File: config.mk
export PLATFORM = sky130hd
export DESIGN_NAME = serial_add_ctrl
export DESIGN_NICKNAME = d
export VERILOG_FILES = /design/src/rtl/serial_add_ctrl.sv
export SDC_FILE = /design/constraint.sdc
export NUM_CORES = 1
export LEC_CHECK = 0
export ABC_AREA = 0
export BUFFER_PORTS_ARGS = -buffer_cell sky130_fd_sc_hd__buf_2
export CORE_MARGIN = 8
export CORE_UTILIZATION = 45
export CTS_BUF_LIST = sky130_fd_sc_hd__clkbuf_4
export CTS_CLUSTER_DIAMETER = 40
export DETAILED_ROUTE_END_ITERATION = 8
export PLACE_DENSITY = 0.66
export SLEW_MARGIN = 20
export SYNTH_ARGS = -nofsm -noshare
export SYNTH_HDL_FRONTEND = slang
export SYNTH_SLANG_ARGS = --single-unit
File: constraint.sdc
create_clock -name Clk -period 2.9 [get_ports Clk]
set_clock_uncertainty 0.1 [all_clocks]
set_input_delay 0.29 -clock Clk [delete_from_list [all_inputs] [get_ports Clk]]
set_output_delay 0.29 -clock Clk [all_outputs]
set_load 0.01 [all_outputs]
File: src/rtl/serial_add_ctrl.sv
// serial_add_ctrl: bit-serial WIDTH-bit unsigned adder sharing one full-adder cell (two half adders).
// Latency: Start sampled at edge 0, result and Done after edge WIDTH; accepted Starts are WIDTH+2 cycles apart.
// Backpressure: none queued; Start is honoured only in IDLE, ignored while Busy or Done.
// Optional SERIAL_ADD_OVF_EN adds an Ovf output (two's-complement overflow, held with Sum).

module half_add (
    input  logic a,
    input  logic b,
    output logic s,
    output logic c
);
    assign s = a ^ b;
    assign c = a & b;
endmodule

module serial_add_ctrl #(
    parameter int WIDTH = 8
) (
    input  logic             Clk,
    input  logic             Rst_n,
    input  logic             Start,
    input  logic [WIDTH-1:0] A,
    input  logic [WIDTH-1:0] B,
    output logic             Busy,
    output logic             Done,
    output logic [WIDTH-1:0] Sum,
    output logic             Cout
`ifdef SERIAL_ADD_OVF_EN
    ,
    output logic             Ovf
`endif
);
    localparam int IW = $clog2(WIDTH);
    localparam logic [IW-1:0] LAST_IDX = IW'(WIDTH - 1);

    typedef enum logic [1:0] {
        S_IDLE = 2'd0,
        S_RUN  = 2'd1,
        S_DONE = 2'd2
    } state_t;

    state_t           state_q, state_d;
    logic [WIDTH-1:0] a_sh_q, a_sh_d;
    logic [WIDTH-1:0] b_sh_q, b_sh_d;
    logic [WIDTH-1:0] res_q, res_d;
    logic [IW-1:0]    idx_q, idx_d;
    logic             carry_q, carry_d;
    logic [WIDTH-1:0] sum_q, sum_d;
    logic             cout_q, cout_d;
`ifdef SERIAL_ADD_OVF_EN
    logic             ovf_q, ovf_d;
`endif

    // Shared full adder: first half adder sums the operand bits, second folds in the carry.
    logic ha0_s, ha0_c, bit_s, ha1_c, carry_nxt;

    half_add u_ha0 (
        .a (a_sh_q[0]),
        .b (b_sh_q[0]),
        .s (ha0_s),
        .c (ha0_c)
    );

    half_add u_ha1 (
        .a (ha0_s),
        .b (carry_q),
        .s (bit_s),
        .c (ha1_c)
    );

    assign carry_nxt = ha0_c | ha1_c;

    always_comb begin
        state_d = state_q;
        a_sh_d  = a_sh_q;
        b_sh_d  = b_sh_q;
        res_d   = res_q;
        idx_d   = idx_q;
        carry_d = carry_q;
        sum_d   = sum_q;
        cout_d  = cout_q;
`ifdef SERIAL_ADD_OVF_EN
        ovf_d   = ovf_q;
`endif
        case (state_q)
            S_IDLE: begin
                if (Start) begin
                    a_sh_d  = A;
                    b_sh_d  = B;
                    res_d   = '0;
                    carry_d = 1'b0;
                    idx_d   = '0;
                    state_d = S_RUN;
                end
            end
            S_RUN: begin
                res_d   = {bit_s, res_q[WIDTH-1:1]};
                a_sh_d  = a_sh_q >> 1;
                b_sh_d  = b_sh_q >> 1;
                carry_d = carry_nxt;
                idx_d   = idx_q + IW'(1);
                if (idx_q == LAST_IDX) begin
                    sum_d   = {bit_s, res_q[WIDTH-1:1]};
                    cout_d  = carry_nxt;
`ifdef SERIAL_ADD_OVF_EN
                    // carry_q is the carry into the MSB at this step
                    ovf_d   = carry_q ^ carry_nxt;
`endif
                    state_d = S_DONE;
                end
            end
            S_DONE: begin
                state_d = S_IDLE;
            end
            default: begin
                state_d = S_IDLE;
            end
        endcase
    end

    always_ff @(posedge Clk or negedge Rst_n) begin
        if (!Rst_n) begin
            state_q <= S_IDLE;
            a_sh_q  <= '0;
            b_sh_q  <= '0;
            res_q   <= '0;
            idx_q   <= '0;
            carry_q <= 1'b0;
            sum_q   <= '0;
            cout_q  <= 1'b0;
`ifdef SERIAL_ADD_OVF_EN
            ovf_q   <= 1'b0;
`endif
        end else begin
            state_q <= state_d;
            a_sh_q  <= a_sh_d;
            b_sh_q  <= b_sh_d;
            res_q   <= res_d;
            idx_q   <= idx_d;
            carry_q <= carry_d;
            sum_q   <= sum_d;
            cout_q  <= cout_d;
`ifdef SERIAL_ADD_OVF_EN
            ovf_q   <= ovf_d;
`endif
        end
    end

    assign Busy = (state_q == S_RUN);
    assign Done = (state_q == S_DONE);
    assign Sum  = sum_q;
    assign Cout = cout_q;
`ifdef SERIAL_ADD_OVF_EN
    assign Ovf  = ovf_q;
`endif

endmodule

== Yosys cells after proc, flatten, opt, wreduce, memory -nomap -nowiden ==
Index checks and enable logic that the tools add are counted.

* Register bits after elaboration: 39
* Latch bits: 0
* Memory bits (writable): 0
* Bits in read-only memories: 0
* Bits of input ports: 19
* Output and inout bits: 11
* Logic and storage cells: 37
* Memories kept: 0

* Add/subtract/negate cells: 1
* Multiply operators: 0
* Divide/modulo/power cells: 0
* Magnitude comparators: 0
* Eq/ne operators: 5
* Shift operators: 0
* Mux-type cells: 13
* Bitwise logic cells: 5
* Reduce and logical (&&, ||, !) cells: 5

{| class="wikitable"
|+ Operator list
! cell !! number
|-
| one-hot mux 8 bit (2 select lines) || 3
|-
| two-way mux 8 bit || 3
|-
| one-hot mux 3 bit (2 select lines) || 1
|-
| AND reduction 2 bit || 3
|-
| two-way mux 2 bit || 2
|-
| one-hot mux 2 bit (2 select lines) || 1
|-
| adder 3 x 1 -> 3 bit (second input constant) || 1
|-
| equality test 3 bit (second input constant) || 1
|-
| two-way mux 3 bit || 1
|-
| AND 1 bit || 2
|-
| equality test 2 x 1 -> 1 bit (second input constant) || 1
|-
| equality test 2 bit (second input constant) || 1
|-
| logical NOT 2 bit || 1
|-
| != test 2 x 1 -> 1 bit (second input constant) || 1
|-
| != test 2 bit (second input constant) || 1
|-
| one-hot mux 1 bit (2 select lines) || 1
|-
| nonzero test 2 bit || 1
|-
| bitwise XOR 1 bit || 2
|-
| two-way mux 1 bit || 1
|-
| OR 1 bit || 1
|}

== Logic depth before layout (Yosys ltp) ==
* Word-level depth: 4
* Mapped depth: 5
* Gate-level depth less buffers: 4

== By module ==
A second synthesis with hierarchy kept.

* Cell total of the unflattened synthesis: 138
* Area total of the unflattened synthesis: 1632.8 um^2

{| class="wikitable"
|+ Modules (own cells, without submodules)
! module !! instances !! cells each !! area an instance (um^2) !! sequential area each (um^2)
|-
| serial_add_ctrl || 1 || 136 || 1607.8 || 950.9
|-
| half_add || 2 || 1 || 12.5 || 0.0
|}

== Worst setup path before layout ==
No wires, ideal clock.

* Path kind: register to register
* Start: register idx_q[0]
* End: register cout_q (netlist: Cout)
* Library setup time: 0.125 ns
* Data arrival time: 1.283 ns
* Data required time: 2.675 ns
* Path slack: 1.392 ns
* Cell stages (with the launch flop): 6
* Path buffers: 1
* Period minus slack after synthesis: 1.508 ns
* Cells stage by stage: dfrtp_1 > ha_1 > ha_1 > nand3b_1 > buf_6 > mux2_4

* Word-level cells in the longest chain between the ends: 2

{| class="wikitable"
|+ Ends and longest elaborated chain
! element !! RTL line !! RTL
|-
| from (decl) || 46 || <nowiki>logic [IW-1:0] idx_q, idx_d;</nowiki>
|-
| from (signal assigned) || 139 || <nowiki>idx_q <= idx_d;</nowiki>
|-
| equality test 3 bit || 102 || <nowiki>if (idx_q == LAST_IDX) begin</nowiki>
|-
| AND reduction 2 bit (no source line) || - ||
|-
| to (signal assigned) || 142 || <nowiki>cout_q <= cout_d;</nowiki>
|-
| to (decl) || 49 || <nowiki>logic cout_q, cout_d;</nowiki>
|}

Every way passes these cells.
A chain may end at the register's enable or synchronous reset.

== Final worst setup path ==
* Start: register state_q[1]
* End: output port Busy

* Word-level cells in the longest chain between the ends: 1

{| class="wikitable"
|+ Ends and longest elaborated chain
! element !! RTL line !! RTL
|-
| from (decl) || 42 || <nowiki>state_t state_q, state_d;</nowiki>
|-
| from (signal assigned) || 135 || <nowiki>state_q <= state_d;</nowiki>
|-
| equality test 2 x 1 -> 1 bit || 149 || <nowiki>assign Busy = (state_q == S_RUN);</nowiki>
|-
| to (decl) || 24 || <nowiki>output logic Busy,</nowiki>
|}

Every way passes these cells.

==> qor.yml <==
critical_path:
  cp.depth: 3
  cp_slowest_cell: "dfrtp_1"
  critPathKind: "reg -> out"
  crit_chain: "buf_4 > nor2b_4 > buf_2"
  crit_family: "flip-flops"
  cp_num_buf_inv: 2
  rr_worst_depth: 3
  critPathMaxStageDelay_ns: 0.59
  cp.required_ns: 2.51
  cp-start-kind: "flip-flop"
  arrival_ns: 1.77
  crit_fanout: 19
  endpoint_kind: "primary output"
timing:
  fin_setup_tns_ns: 0
  layout_min_cycle_time_ns: 2.16
  finalCritPeriodShare_pct: 74.4
  finalSetupViolations: 0
  hold_viol: 0
  maxSlewViolCount: 0
  timing.fmax_mhz: 464
  tightestPinTransition_ns: 0.849
  whs_ns: 0.176
  rsz0062_at_grt: "false"
  maxSlewHeadroom_pct: 43.4
global_route:
  met1_usage_pct: 14.8
  grt.total_usage_pct: 11.5
  grt_antenna_before_repair: 0
  grtUsageMet2_pct: 16.6
  grt_overflow: 0
  grt_pass1_vias: 1242
  grt_max_degree: 39
  met3_usage_pct: 3.75
  grt_pass1_wl_um: 5890
  top_usage_layer: "met2"
yosys:
  ys_seq_area_share_pct: 50.1
  synthAdderAreaFrac_pct: 2.37
  synth_cell_type_count: 27
  muxShareOfSynthArea_pct: 7.71
  synth_top_area_share_pct: 50.1
  syn-instance-count: 140
  avgSynthCellArea_um2: 13.6
  synthSimpleGateAreaFrac_pct: 16.4
  synthTopCellsByArea: "dfrtp_1 (50%), a211oi_2 (7.9%), mux2_4 (7.1%)"
  synth_compound_area_share_pct: 15.5
  synth_warnings: 0
  ys_ff_latch: 38
  synth_top_family_by_area: "simple AND/OR/NAND/NOR gates"
  synth_area_leader_cell: "dfrtp_1"
  synthXorXnorAreaFrac_pct: 0
  syn-cell-area_um2: 1900
  syn-num-nets: 162
detailed_routing:
  drt_wl_total_um: 3460
  antenna_left: 0
  avgViaCountPerCell: 5.49
  drcViolationCount: 0
  vias: 1197
  dr.pass1.iters: 4
  drtIter0Drc: 66
  avgRoutedWirePerCell_um: 15.9
layout:
  area_growth_pct: 11.6
  diodes: 0
  utilization_pct: 52.6
  final_nets: 189
  drive_above_1_share_pct: 41.7
  final_cells: 218
  layout_commonest_cell: "dfrtp_1"
  final_cell_mix: "dfrtp_1 (38), buf_2 (29), inv_1 (16)"
  fillers: 349
floorplan:
  die_h_um: 81.0
  die-width_um: 81.0
  die_area_um2: 6560
  start_util_pct: 47.1
  core_area_um2: 4030
  rows: 23
  io_pins: 30
cts:
  clock_latency_ns: 0.35
  clockRootBuffer: "clkbuf_4"
  cts_inserted_buffers: 5
  cts_max_level: 2
  path_clk_slew_ns: 0.12
  clock_sinks: 38
  cts_resized: 0
  clockBufferDepth: 2
  cts_tree: "built"
placement:
  hpwl_um: 2260
  place_inst: 209
  numPortBuffers: 29
  gp_congestion: 0.707
outcome:
  outcome: "completed"
worst_hold_path:
  hp-class: "in -> reg"
  worstHoldPathCells: 3
power_and_ir_drop:
  irDropWorstVdd_uv: 359
  p_per_area_nw_per_um2: 1030
  leakage_nw: 0.996
  p_total_mw: 2.18
flow_run:
  cap_violations: 0
power by group:
group,total [mW],switching [mW],internal [mW]
logic,0.900,0.431,0.469
registers,0.922,0.151,0.770
clock network,0.358,0.179,0.179
total,2.18,0.762,1.42
state kept, by name (all words and copies together) (netlist names):
| name | cells |
|---|---|
| Cout | 1 |
| Sum | 8 |
| a_sh_q | 8 |
| b_sh_q | 8 |
| carry_q | 1 |
| idx_q | 3 |
| res_q | 7 |
| state_q | 2 |
cell type report:
class                      instances  area (um^2)  area share (%)
inverter                          16         60.1            2.83
multi-input combinational         74          798            37.7
clock buffer                       5         37.5            1.77
timing repair buffer              32          170            8.03
tap                               50         62.6            2.95
clock inverter                     3         40.0            1.89
sequential                        38          951            44.9
per-stage QoR:
step / area, um^2 / setup slack, ns
floorplan: 1900 / 1.39
global placement: 2030 / 1.06
detailed placement: 2030 / 0.996
CTS: 2120 / 0.723
global route: 2120 / 0.639
finish: 2120 / 0.743
cells in the mapped netlist, drive strengths merged:
cell type and n:
a21o 1, or2 1, o221ai 1, mux2 10
fa 1, nor4bb 1, nor4b 14, nand3b 2
nand2 1, a22o 10, buf 11, a211oi 12
o21bai 1, nor2b 2, ha 2, a221oi 2
dfrtp 38, nor3b 12, clkbuf 1, a21oi 1
inv 16
cell families after synthesis:
group,count (synthesis)
AO/OA/AOI/OAI,28
buffers and inverters,28
adder cells (fa/ha/maj),3
multiplexers,10
AND/OR/NAND/NOR,33
flip-flops,38
metal layers:
metal	vias to the layer above	share of wire (%)
li1	563	-
met1	592	48
met2	35	43
met3	7	6.5
met4	0	2.2
met5	-	0
worst register-to-register path, stage by stage (launching register included):
cell,delay [ns]
dfrtp_1,0.70
buf_4,0.35
o21bai_4,0.41
a221oi_1,0.19
final timing paths:
| path | slack (ns) | from | endpoint |
|---|---|---|---|
| worst max-delay path | 0.74 | state_q[1] | Busy |
| worst min-delay path | 0.18 | B[3] | b_sh_q[3] |
| worst max register to register | 1.00 | state_q[1] | b_sh_q[5] |
| worst min register to register | 0.40 | a_sh_q[7] | a_sh_q[7] |
| max in group asynchronous | 1.69 | Rst_n | a_sh_q[5] |
| min in group asynchronous | 0.47 | Rst_n | Sum[7] |
what timing repair did:
action                                 in CTS  in global routing
endpoints found under the hold margin      38                  0
setup endpoints to repair                   0                  0
hold buffers                                1                  0
buffers inserted                            0                  0
(Power assumes the default switching activity.)
